File: config.mk
export PLATFORM = sky130hd
export DESIGN_NAME = enigma_ctrl
export DESIGN_NICKNAME = d
export VERILOG_FILES = /design/src/rtl/enigma_pkg.sv /design/src/rtl/enigma_ctrl_stepper.sv /design/src/rtl/enigma_ctrl.sv
export SDC_FILE = /design/constraint.sdc
export NUM_CORES = 1
export LEC_CHECK = 0
export BUFFER_PORTS_ARGS = -buffer_cell sky130_fd_sc_hd__clkbuf_2
export CORE_AREA = 2 2 658 660
export CTS_BUF_LIST = sky130_fd_sc_hd__clkbuf_8
export CTS_CLUSTER_DIAMETER = 100
export DETAILED_ROUTE_END_ITERATION = 12
export DIE_AREA = 0 0 660 662
export PLACE_DENSITY = 0.3
export SLEW_MARGIN = 0
export SYNTH_ARGS = -nofsm -noshare
export SYNTH_HDL_FRONTEND = slang
export SYNTH_SLANG_ARGS = --single-unit
File: constraint.sdc
create_clock -name clk -period 3.11 [get_ports clk]
set_clock_uncertainty 0.15 [all_clocks]
set_input_delay 0.622 -clock clk [delete_from_list [all_inputs] [get_ports clk]]
set_output_delay 0.622 -clock clk [all_outputs]
set_load 0.02 [all_outputs]
File: src/rtl/enigma_pkg.sv
`default_nettype none
// +--------------------------------------------------------------------+
// | Module      : enigma_pkg                                            |
// | Description : Shared types and constants for the rotor sequencer    |
// | Revision    : 1.0 - initial release                                 |
// +--------------------------------------------------------------------+
package enigma_pkg;

   // Controller states
   typedef enum logic [2:0] {
      IDLE  = 3'd0,
      CFG   = 3'd1,
      ISSUE = 3'd2,
      WAIT  = 3'd3,
      STEP  = 3'd4,
      OUT   = 3'd5,
      ERR   = 3'd6
   } state_t;

   localparam logic [7:0] ASCII_A = 8'd65;
   localparam logic [7:0] ASCII_Z = 8'd90;
   localparam int         ALPHA   = 26;

   localparam int OFFSET_W = 32;
   localparam int DELAY_W  = 32;
   localparam int IDX_W    = 208;

   // Only upper-case letters travel through the rotors
   function automatic logic is_upper(input logic [7:0] c);
      return (c >= ASCII_A) && (c <= ASCII_Z);
   endfunction

endpackage
`default_nettype wire

File: src/rtl/enigma_ctrl_stepper.sv
`default_nettype none
// +--------------------------------------------------------------------+
// | Module      : rotor_stepper                                         |
// | Description : Odometer-style mod-26 position counters, one per      |
// |               rotor, producing the per-rotor step strobes           |
// | Revision    : 1.0 - initial release                                 |
// +--------------------------------------------------------------------+
module rotor_stepper
   import enigma_pkg::*;
#(
   parameter int NUM_ROTORS = 3
) (
   input  logic                  clk,
   input  logic                  reset_n,
   input  logic                  clear,
   input  logic                  step,
   output logic [NUM_ROTORS-1:0] en
);

   localparam logic [4:0] LAST_POS = 5'(ALPHA - 1);

   logic [4:0]            r_cnt [NUM_ROTORS];
   logic [NUM_ROTORS-1:0] w_carry;

   // Rotor j advances only when every lower rotor sits on its last position
   always_comb begin
      w_carry    = '0;
      w_carry[0] = 1'b1;
      for (int j = 1; j < NUM_ROTORS; j++) begin
         w_carry[j] = w_carry[j-1] & (r_cnt[j-1] == LAST_POS);
      end
   end

   assign en = step ? w_carry : '0;

   generate
      for (genvar g = 0; g < NUM_ROTORS; g++) begin : g_cnt
         // Position counter, wraps 25 -> 0 when its strobe fires
         always_ff @(posedge clk or negedge reset_n) begin
            if (!reset_n) begin
               r_cnt[g] <= '0;
            end else if (clear) begin
               r_cnt[g] <= '0;
            end else if (en[g]) begin
               r_cnt[g] <= (r_cnt[g] == LAST_POS) ? 5'd0 : r_cnt[g] + 5'd1;
            end
         end
      end
   endgenerate

endmodule
`default_nettype wire

File: src/rtl/enigma_ctrl.sv
`default_nettype none
// +--------------------------------------------------------------------+
// | Module      : enigma_ctrl                                           |
// | Description : Sequencer that loads rotor configuration, routes one  |
// |               character through the rotor chain and steps rotors    |
// | Revision    : 1.0 - initial release                                 |
// +--------------------------------------------------------------------+
module enigma_ctrl
   import enigma_pkg::*;
#(
   parameter int NUM_ROTORS = 3,
   parameter int TIMEOUT    = 1024
) (
   input  logic                           clk,
   input  logic                           reset_n,
   input  logic                           cfg_load,
   input  logic [OFFSET_W*NUM_ROTORS-1:0] cfg_offset,
   input  logic [DELAY_W*NUM_ROTORS-1:0]  cfg_delay,
   input  logic [IDX_W*NUM_ROTORS-1:0]    cfg_idx,
   input  logic                           dec,
   input  logic                           in_valid,
   input  logic [7:0]                     in_char,
   output logic                           in_ready,
   output logic                           out_valid,
   output logic [7:0]                     out_char,
   input  logic                           out_ready,
   output logic                           busy,
   output logic                           err,
   output logic [NUM_ROTORS-1:0]          rot_set,
   output logic [NUM_ROTORS-1:0]          rot_en,
   output logic [NUM_ROTORS-1:0]          rot_valid,
   output logic [7:0]                     rot_din,
   output logic                           rot_dec,
   output logic [OFFSET_W*NUM_ROTORS-1:0] rot_offset,
   output logic [DELAY_W*NUM_ROTORS-1:0]  rot_delay,
   output logic [IDX_W*NUM_ROTORS-1:0]    rot_idx,
   input  logic [8*NUM_ROTORS-1:0]        rot_dout,
   input  logic [NUM_ROTORS-1:0]          rot_done
);

   localparam int              KW         = (NUM_ROTORS > 1) ? $clog2(NUM_ROTORS) : 1;
   localparam int              TW         = (TIMEOUT > 1) ? $clog2(TIMEOUT) : 1;
   localparam logic [KW-1:0]   K_LAST     = KW'(NUM_ROTORS - 1);
   localparam logic [TW-1:0]   TIMER_LAST = TW'(TIMEOUT - 1);

   state_t        r_state;
   state_t        w_next;
   logic          r_up;      // low until the first clock after reset release
   logic [7:0]    r_cur;     // character currently in flight
   logic          r_dir;     // direction captured at accept
   logic [KW-1:0] r_k;       // rotor currently being served
   logic [TW-1:0] r_timer;

   logic          w_accept;
   logic          w_done_k;
   logic [7:0]    w_dout_k;
   logic          w_last;

   assign w_accept = (r_state == IDLE) && !cfg_load && in_valid && r_up;
   assign w_done_k = rot_done[r_k];
   assign w_dout_k = rot_dout[r_k*8 +: 8];
   assign w_last   = r_dir ? (r_k == '0) : (r_k == K_LAST);

   // State register
   always_ff @(posedge clk or negedge reset_n) begin
      if (!reset_n) begin
         r_state <= IDLE;
         r_up    <= 1'b0;
      end else begin
         r_state <= w_next;
         r_up    <= 1'b1;
      end
   end

   // Next-state decode; in_ready is only offered in IDLE with no config load pending
   always_comb begin
      w_next   = r_state;
      in_ready = 1'b0;
      case (r_state)
         IDLE: begin
            in_ready = r_up & ~cfg_load;
            if (cfg_load) begin
               w_next = CFG;
            end else if (w_accept) begin
               w_next = is_upper(in_char) ? ISSUE : OUT;
            end
         end
         CFG:   w_next = IDLE;
         ISSUE: w_next = WAIT;
         WAIT: begin
            if (w_done_k) begin
               w_next = w_last ? STEP : ISSUE;
            end else if (r_timer == TIMER_LAST) begin
               w_next = ERR;
            end
         end
         STEP:  w_next = OUT;
         OUT:   if (out_ready) w_next = IDLE;
         ERR:   w_next = ERR;
         default: w_next = IDLE;
      endcase
   end

   // Datapath: character, direction, rotor index, timeout timer and configuration
   always_ff @(posedge clk or negedge reset_n) begin
      if (!reset_n) begin
         r_cur      <= '0;
         r_dir      <= 1'b0;
         r_k        <= '0;
         r_timer    <= '0;
         rot_offset <= '0;
         rot_delay  <= '0;
         rot_idx    <= '0;
      end else begin
         case (r_state)
            IDLE: begin
               if (cfg_load) begin
                  // Captured on entry to CFG so rotors see it alongside rot_set
                  rot_offset <= cfg_offset;
                  rot_delay  <= cfg_delay;
                  rot_idx    <= cfg_idx;
               end else if (w_accept) begin
                  r_cur <= in_char;
                  r_dir <= dec;
                  r_k   <= dec ? K_LAST : '0;
               end
            end
            ISSUE: r_timer <= '0;
            WAIT: begin
               if (w_done_k) begin
                  r_cur <= w_dout_k;
                  if (!w_last) begin
                     r_k <= r_dir ? r_k - 1'b1 : r_k + 1'b1;
                  end
               end else begin
                  r_timer <= r_timer + 1'b1;
               end
            end
            default: ;
         endcase
      end
   end

   rotor_stepper #(
      .NUM_ROTORS (NUM_ROTORS)
   ) u_stepper (
      .clk     (clk),
      .reset_n (reset_n),
      .clear   (r_state == CFG),
      .step    (r_state == STEP),
      .en      (rot_en)
   );

   assign busy      = (r_state != IDLE);
   assign err       = (r_state == ERR);
   assign out_valid = (r_state == OUT);
   assign out_char  = r_cur;
   assign rot_set   = {NUM_ROTORS{r_state == CFG}};
   assign rot_valid = (r_state == ISSUE) ? (NUM_ROTORS'(1) << r_k) : '0;
   assign rot_din   = r_cur;
   assign rot_dec   = r_dir;

endmodule
`default_nettype wire

==> results.yml <==
cells_and_area:
  final_cell_area_um2: 61300
  finalNetCount: 5572
  final_core_util: 0.143
  syn_to_final_growth_pct: 87.5
  drive_above_1_share: 0.563
yosys:
  synth-warning-count: 0
  yosys.area.top_type: "dfrtp_1"
  synth_edf_count: 0
  synthMostInstantiatedCell: "dfrtp_1"
  syn_area_per_cell_um2: 16.5
  synthTopCellsByCount: "dfrtp_1, mux2_2, mux2_1"
  ys_seq_elements: 851
  yosysTopAreaCellShare: 0.651
  synthArstFlopShare: 1.00
  yosysUniqueCellTypes: 48
  syn-cell-area_um2: 32700
  synthCells: 1978
  seq_area_frac_synth: 0.651
  synth_flop_cell: "dfrtp_1"
  syn_nets: 2840
  synth_area_leaders: "dfrtp_1, mux2_2, mux2_1"
power:
  finalPower_uw: 68800
  peakVddDrop_v: 0.000408
  powerDensity_nw_per_um2: 1120
  p_leak_uw: 0.0272
status:
  status: "finished with violations"
  violations: "setup timing"
clocking:
  htree_levels: 4
  clock_path_buffers: 4
  cts-root-buf: "clkbuf_8"
  cts_tree: "yes"
  cts-buffers-inserted: 189
  clk_pin_slew_worst_paths_ps: 70
  cts.sinks: 851
  clock_latency_ps: 1030
critical_path:
  startpoint: "r_state[2]$_DFFE_PN0P_"
  critical_path_required_ps: 2340
  cpPeakStageDelay_ps: 440
  slowest_stage: "dfrtp_2"
  crit_path_max_fanout: 5
  cp.arrival_ps: 2350
  cp_top_family: "simple AND/OR/NAND/NOR gates"
  worstSetupStartpointType: "flip-flop"
  reg2regPathDepth: 8
  crit_chain: "or3_4, buf_4, nor3_4, buf_8"
  crit_buf_inv: 2
  r2r-end: "out_char[6]$_DFFE_PN0P_"
  endpoint_kind: "primary output"
  r2r_slack_ps: 190
  r2r_start: "r_k[1]$_DFFE_PN0P_"
  critPathKind: "reg2out"
global_routing:
  grt_max_degree: 100
  grt_pass1_wl_um: 386000
  grt_use_total: 0.140
  gr-total-overflow: 0
  grt_pass1_vias: 32000
  antenna_found_initial: 256
sta:
  finalHoldViolCount: 0
  period_share: 1.00
  fin_crit_ps: 3120
  setup_viol: 2
  tightest_slew_ps: 697
  drv_slew: 0
  holdWs_ps: 215
  rsz0062_at_grt: "yes"
  setup_slack_ps: -14.1
  max_slew_margin: 0.535
  fmax_ghz: 0.320
worst_hold_path:
  hp-class: "in2reg"
  min-delay-start: "cfg_idx[473]"
  whs_endpoint: "rot_idx[473]$_DFFE_PN0P_"
  hold_depth: 3
placement:
  io_buffers: 1702
  placed_cell_area_um2: 48500
  dp_hpwl_um: 282000
  pre_cts_slack_ps: -30.6
  place.gp.congestion: 0.852
detailed_routing:
  ant_nets: 0
  first_pass_iters: 4
  wirelength_um: 318000
  drt_iter0_drc: 1242
  wl_per_cell_um: 30.0
  drcViolationCount: 0
  vias_per_cell: 2.80
  vias: 29700
die:
  num_io_pins: 1703
  start_util: 0.0761
  row_count: 241
  die_area_um2: 437000
  die_x_um: 660
  core_um2: 430000
  die_h_um: 662
flow_run:
  cap_violations: 0
-- worst reg2reg max path, delay by kind of cell, from the launching register on --
family / cells / cell delay [ps]
and+or+nand+nor: 1 / 100
DFF: 1 / 450
buffers and inverters: 4 / 1630
AOI/OAI and AO/OA: 2 / 230
muxes: 1 / 250
-- cells in the final DEF, fill, tap and decap left out, drive strengths merged, types with 3 or more instances in the layout --
cell         netlist  layout
nor4               3       3
o31ai              3       3
mux2             832     832
nor2               8       8
or2                3       3
clkinvlp           0       6
diode              0      44
a22o               4       4
nand3             10      10
and2               3       3
a21oi             14      14
dlygate4sd3        0     849
o2bb2ai            8       8
clkbuf             5    1919
nor3               7       7
o22ai              3       3
or3                9       9
clkinv             0      23
inv               13      84
dfrtp            851     851
o21ai             23      23
buf              111     114
bufinv             0      10
nand4              3       3
mux2i             11      11
nand2             19      19
nand3b             5       5
ha                 5       5
-- cells by family (layout without fill, tap and decap cells) --
group                      count (synthesis)  after routing  share of synthesized area
AOI/OAI and AO/OA                         65             65                     0.0128
adders and majority gates                  5              5                    0.00191
buffers and inverters                    129           3005                     0.0292
DFF                                      851            851                      0.651
muxes                                    843            843                      0.290
other                                      1             45                   0.000115
and+or+nand+nor                           84             84                     0.0145
-- per-layer routing --
layer	track usage	wire [µm]	vias to the layer above
met5	0	213	-
met4	0.0357	10500	36
met3	0.0931	46600	652
met2	0.244	155000	1617
met1	0.135	106000	14800
li1	-	-	12600
-- flip-flops by register name, summed over array words and instances (netlist names), 2 cells and up --
name,count
r_timer,10
r_k,2
rot_delay,96
u_stepper.r_cnt,10
r_state,3
out_char,8
rot_idx,624
rot_offset,96
-- how the worst max path moves through the flow --
stage | endpoint | cells after the start
after floorplan | rot_en[2] | 4
after global placement | rot_valid[2] | 4
after detailed placement | rot_valid[2] | 4
after CTS | in_ready | 4
after global routing | rot_valid[2] | 3
final | rot_valid[0] | 4
-- per-stage QoR --
stage	setup TNS, ps	cells
floorplan	0	1978
global placement	0	9364
detailed placement	-30.6	9364
CTS	-1790	10600
global route	-1030	10600
finish	-17.6	10600
-- power breakdown --
group	total [µW]	internal [µW]	switching, µW
clock network	13600	7390	6160
logic	34900	10900	24000
registers	20300	16700	3590
-- final cells by class --
class | count | area [µm²]
sequential | 851 | 21300
inverter | 13 | 51.3
clock inverter | 110 | 793
fill | 48600 | 368000
antenna | 44 | 110
clock buffer | 225 | 3100
timing repair buffer | 2657 | 18300
multi-input combinational | 998 | 10500
tap | 5710 | 7140
-- timing repair --
item                       4_1_cts  5_1_grt
setup buffers                   15        0
resized for setup               36       11
pin swaps                        5        4
hold endpoints to repair      1111        0
hold buffers                   850        0
setup endpoints to repair       12       10
Power figures use the tool's default switching activity.
